[src/rtl/int_dispatch.sv]
// int_dispatch: interrupt dispatch sequencer. Pushes the return PC onto the stack
// through a held write handshake, then loads the interrupt vector into PC.
module int_dispatch #(
    parameter int WAIT_CYCLES = 2
) (
    input  logic        clockgb,
    input  logic        reset,
    input  logic        intreq,
    input  logic [15:0] intaddress,
    output logic        intack,
    input  logic        instr_boundary,
    input  logic        ei_exec,
    input  logic        di_exec,
    input  logic        reti_exec,
    input  logic        halt_exec,
    input  logic [15:0] pc,
    input  logic [15:0] sp,
    output logic [15:0] bus_addr,
    output logic [7:0]  bus_wdata,
    output logic        bus_store,
    input  logic        bus_ack,
    output logic [15:0] pc_new,
    output logic        pc_load,
    output logic [15:0] sp_new,
    output logic        sp_load,
    output logic        cpu_hold,
    output logic        ime,
    output logic        halted
);

    typedef enum logic [2:0] {
        S_IDLE,
        S_WAIT,
        S_PUSH_HI,
        S_PUSH_LO,
        S_JUMP
    } state_t;

    localparam logic [1:0] LAST_WAIT = 2'(WAIT_CYCLES - 1);

    state_t      r_state;
    logic [1:0]  r_waitCnt;
    logic [15:0] r_pcLat;
    logic [15:0] r_spLat;
    logic [15:0] r_busAddr;
    logic [7:0]  r_busWdata;
    logic        r_busStore;
    logic        r_jumpLoad;
    logic [15:0] r_spNew;
    logic        r_ime;
    logic        r_eiDelay;
    logic        r_halted;

    logic        w_take;
    logic        w_inJump;

    // A halted CPU wakes on any request, so halted stands in for the boundary.
    assign w_take   = (instr_boundary || r_halted) && r_ime && intreq && !di_exec;
    assign w_inJump = (r_state == S_JUMP) && !reset;

    // The vector choice is made on intreq as seen in JUMP, so a request withdrawn
    // during the pushes jumps to 0x0000 without acknowledging anything.
    assign intack    = w_inJump && intreq;
    assign pc_new    = (w_inJump && intreq) ? intaddress : 16'h0000;
    assign pc_load   = r_jumpLoad;
    assign sp_load   = r_jumpLoad;
    assign sp_new    = r_spNew;
    assign bus_addr  = r_busAddr;
    assign bus_wdata = r_busWdata;
    assign bus_store = r_busStore;
    assign cpu_hold  = (r_state != S_IDLE) || r_halted;
    assign ime       = r_ime;
    assign halted    = r_halted;

    always_ff @(posedge clockgb) begin
        if (reset) begin
            r_state    <= S_IDLE;
            r_waitCnt  <= 2'd0;
            r_pcLat    <= 16'h0000;
            r_spLat    <= 16'h0000;
            r_busAddr  <= 16'h0000;
            r_busWdata <= 8'h00;
            r_busStore <= 1'b0;
            r_jumpLoad <= 1'b0;
            r_spNew    <= 16'h0000;
            r_ime      <= 1'b0;
            r_eiDelay  <= 1'b0;
            r_halted   <= 1'b0;
        end else begin
            r_jumpLoad <= 1'b0;
            if (di_exec) begin
                r_ime     <= 1'b0;
                r_eiDelay <= 1'b0;
            end
            case (r_state)
                S_IDLE: begin
                    if (!di_exec) begin
                        if (instr_boundary && r_eiDelay) begin
                            r_ime     <= 1'b1;
                            r_eiDelay <= 1'b0;
                        end
                        if (ei_exec) begin
                            r_eiDelay <= 1'b1;
                        end
                        if (reti_exec) begin
                            r_ime <= 1'b1;
                        end
                    end
                    if (halt_exec) begin
                        r_halted <= 1'b1;
                    end
                    if (r_halted && intreq) begin
                        r_halted <= 1'b0;
                    end
                    if (w_take) begin
                        r_ime     <= 1'b0;
                        r_halted  <= 1'b0;
                        r_pcLat   <= pc;
                        r_spLat   <= sp;
                        r_waitCnt <= 2'd0;
                        if (WAIT_CYCLES == 0) begin
                            r_state    <= S_PUSH_HI;
                            r_busAddr  <= sp - 16'd1;
                            r_busWdata <= pc[15:8];
                            r_busStore <= 1'b1;
                        end else begin
                            r_state <= S_WAIT;
                        end
                    end
                end
                S_WAIT: begin
                    if (r_waitCnt == LAST_WAIT) begin
                        r_state    <= S_PUSH_HI;
                        r_busAddr  <= r_spLat - 16'd1;
                        r_busWdata <= r_pcLat[15:8];
                        r_busStore <= 1'b1;
                    end else begin
                        r_waitCnt <= r_waitCnt + 2'd1;
                    end
                end
                S_PUSH_HI: begin
                    if (bus_ack) begin
                        r_state    <= S_PUSH_LO;
                        r_busAddr  <= r_spLat - 16'd2;
                        r_busWdata <= r_pcLat[7:0];
                    end
                end
                S_PUSH_LO: begin
                    if (bus_ack) begin
                        r_state    <= S_JUMP;
                        r_busStore <= 1'b0;
                        r_jumpLoad <= 1'b1;
                        r_spNew    <= r_spLat - 16'd2;
                    end
                end
                S_JUMP: begin
                    r_state <= S_IDLE;
                end
                default: begin
                    r_state <= S_IDLE;
                end
            endcase
        end
    end

endmodule

[config.mk]
export PLATFORM = sky130hd
export DESIGN_NAME = int_dispatch
export DESIGN_NICKNAME = d
export VERILOG_FILES = /design/src/rtl/int_dispatch.sv
export SDC_FILE = /design/constraint.sdc
export NUM_CORES = 1
export LEC_CHECK = 0
export CORE_ASPECT_RATIO = 0.75
export CORE_MARGIN = 10
export CORE_UTILIZATION = 50
export CTS_CLUSTER_SIZE = 12
export DETAILED_ROUTE_END_ITERATION = 12
export PLACE_DENSITY_LB_ADDON = 0.25
export SLEW_MARGIN = 25
export SYNTH_ARGS = -nofsm -noshare
export SYNTH_HDL_FRONTEND = slang
export SYNTH_SLANG_ARGS = --single-unit
[constraint.sdc]
create_clock -name clockgb -period 3.7 [get_ports clockgb]
set_clock_uncertainty 0.05 [all_clocks]
set_input_delay 0.74 -clock clockgb [delete_from_list [all_inputs] [get_ports clockgb]]
set_output_delay 0.74 -clock clockgb [all_outputs]
set_load 0.005 [all_outputs]
==> flow_summary.json <==
{
  "finalHoldViolCount": 0,
  "first_global_vias": 3300,
  "status": "complete, no violations",
  "vias_per_cell": 5.40,
  "ys.flop_type": "dfxtp_1",
  "start_kind": "input port",
  "die_area_um2": 11400,
  "synth_area_um2": 3730,
  "rsz0062_at_grt": "no",
  "numCtsBuffers": 9,
  "relSlewSlack": 0.450,
  "clkTransAtPathRegs_ns": 0.07,
  "fin_crit_ns": 3.23,
  "cp.required_ns": 2.91,
  "power.density_nw_per_um2": 349,
  "drt-initial-drc-count": 253,
  "synth_top_area_frac": 0.440,
  "cts_sinks": 82,
  "htree_levels": 3,
  "synth.area.top_cells": "dfxtp_1, nand2_1, a21oi_1",
  "drv_cap": 0,
  "synth_mux_area_frac": 0.00570,
  "cts.repair.resized": 0,
  "drt_drc_violations_left": 0,
  "worst_pin_slew_ns": 0.824,
  "vias": 3591,
  "drtPass1Iterations": 5,
  "r2r_cells": 4,
  "hold_path_depth": 2,
  "grt_first_pass_wirelength_um": 16900,
  "ys_types": 46,
  "synth_edf_count": 0,
  "synth_top_cell_by_area": "dfxtp_1",
  "die_w_um": 120,
  "finalCritPeriodShare": 0.872,
  "setup_viol": 0,
  "ys_ff_latch": 82,
  "hp-class": "reg -> reg",
  "drive_gt1_frac": 0.0656,
  "yosysMostFrequentCell": "nand2_1",
  "ctsHoldBuffers": 0,
  "io_pins": 120,
  "grt_antenna_before_repair": 0,
  "track_usage": 0.179,
  "synth-seq-area-share": 0.440,
  "yosys.area_share.simple": 0.257,
  "synth_compound_area_frac": 0.189,
  "overflow": 0,
  "synth_xor_area_frac": 0.0399,
  "whs_ns": 0.409,
  "syn_inst": 461,
  "crit_fanout": 17,
  "tritoncts": "yes",
  "finalSetupTns_ns": 0,
  "initial_utilization": 0.511,
  "async_flop_share": 0,
  "n_antenna_cell": 0,
  "grt_max_degree": 83,
  "clock.fmax_mhz": 310,
  "num_rows": 27,
  "synth_top_family_by_area": "simple AND/OR/NAND/NOR gates",
  "gp_congestion": 0.856,
  "worst_ep_arrival_time_ns": 2.44,
  "path_class": "in -> out",
  "synthToLayoutAreaGrowth_pct": 38.7,
  "syn_avg_cell_area_um2": 8.09,
  "slew_violations": 0,
  "synth_commonest_cells": "nand2_1, dfxtp_1, nor2_1, a21oi_1, clkbuf_1",
  "final_antenna_net_count": 0,
  "drt-total-wl_um": 10500,
  "synth_nets": 522,
  "post_cts_buffers": 0,
  "die_h_um": 94.8,
  "p_leak_nw": 1.80,
  "ir_drop_uv": 230,
  "final_nets": 621,
  "ys_warn_count": 0,
  "wl_per_cell_um": 15.8,
  "clk_latency_ns": 0.34,
  "clock-root-buffer": "clkbuf_8",
  "port-buffer-count": 119,
  "dp_hpwl_um": 7800,
  "synth-adder-area-share": 0.0134,
  "clockBufferDepth": 2,
  "coreArea_um2": 7300,
  "cp-end-kind": "output pin",
  "utilization": 0.709
}
==> through the flow <==
step	power (mW)	cells	setup slack (ns)	area, um^2
global placement	1.07	650	0.570	4940
global route	1.87	665	0.294	5170
finish	1.81	665	0.475	5170
CTS	1.82	665	0.475	5170
detailed placement	1.08	650	0.506	4940
floorplan	0.994	461	1.23	3730
==> power by group <==
group / switching [mW] / leakage, nW / internal [mW]
Sequential: 0.00939 / 0.661 / 0.890
Combinational: 0.0660 / 1.02 / 0.0924
Clock: 0.303 / 0.116 / 0.445
==> flip-flops by register name, summed over array words and instances (netlist names), 2 cells and up <==
register	flops
bus_wdata	8
r_waitCnt	2
r_state	3
bus_addr	16
r_pcLat	16
r_spLat	16
sp_new	16
==> worst paths after layout <==
kind / start / to / slack [ns]
worst max register to register: r_state[1]$_SDFFE_PP0P_ / bus_addr[6]$_SDFFE_PP0P_ / 1.15
worst min-delay path: r_pcLat[9]$_SDFFE_PP0P_ / r_pcLat[9]$_SDFFE_PP0P_ / 0.41
worst max-delay path: intreq / pc_new[6] / 0.47
worst min register to register: r_pcLat[9]$_SDFFE_PP0P_ / r_pcLat[9]$_SDFFE_PP0P_ / 0.41
==> metal layers <==
layer  vias up  share of wire  GRT usage
met1      1645           0.48      0.242
li1       1806              -          -
met3         4          0.076     0.0578
met4         0         0.0036     0.0331
met2       136           0.44      0.275
met5         -              0          0
==> cell usage in the layout, fill, tap and decap left out, types with 2 or more instances in the layout <==
master / count
buf_4: 8
xor2_1: 6
o31ai_1: 8
a211oi_1: 19
or4b_2: 2
and2_1: 17
or3_1: 3
or3_2: 2
nand3_1: 3
nor4_1: 9
clkdlybuf4s50_1: 118
or4_1: 7
or3b_2: 2
nand2_1: 95
a21oi_1: 41
a21o_1: 2
nand3b_1: 2
xnor2_1: 11
clkbuf_8: 9
o211ai_1: 2
ha_1: 4
nor2_1: 43
dfxtp_1: 82
or2_2: 2
bufinv_16: 3
nor3_1: 6
a311oi_1: 18
o21ai_0: 9
inv_1: 6
==> logic make-up after synthesis <==
group,after synthesis
adders and majority gates,4
buffers and inverters,45
muxes,2
DFF,82
and+or+nand+nor,204
xor gates and xnor gates,17
AOI/OAI and AO/OA,107
==> layout make-up <==
cell class                 count  area (um^2)
fill                         610         2120
multi-input combinational    334         1910
sequential                    82         1640
timing repair buffer         127         1250
clock buffer                  10          128
tap                          101          126
clock inverter                 5          104
inverter                       6         22.5
==> critical path: stages <==
cell and delay, ns:
clkdlybuf4s50_1 0.51, nand2_1 0.08, nor4_1 0.21, buf_4 0.23
and2_1 0.14, clkdlybuf4s50_1 0.52
Note: power is estimated with default switching activity, not from simulation.
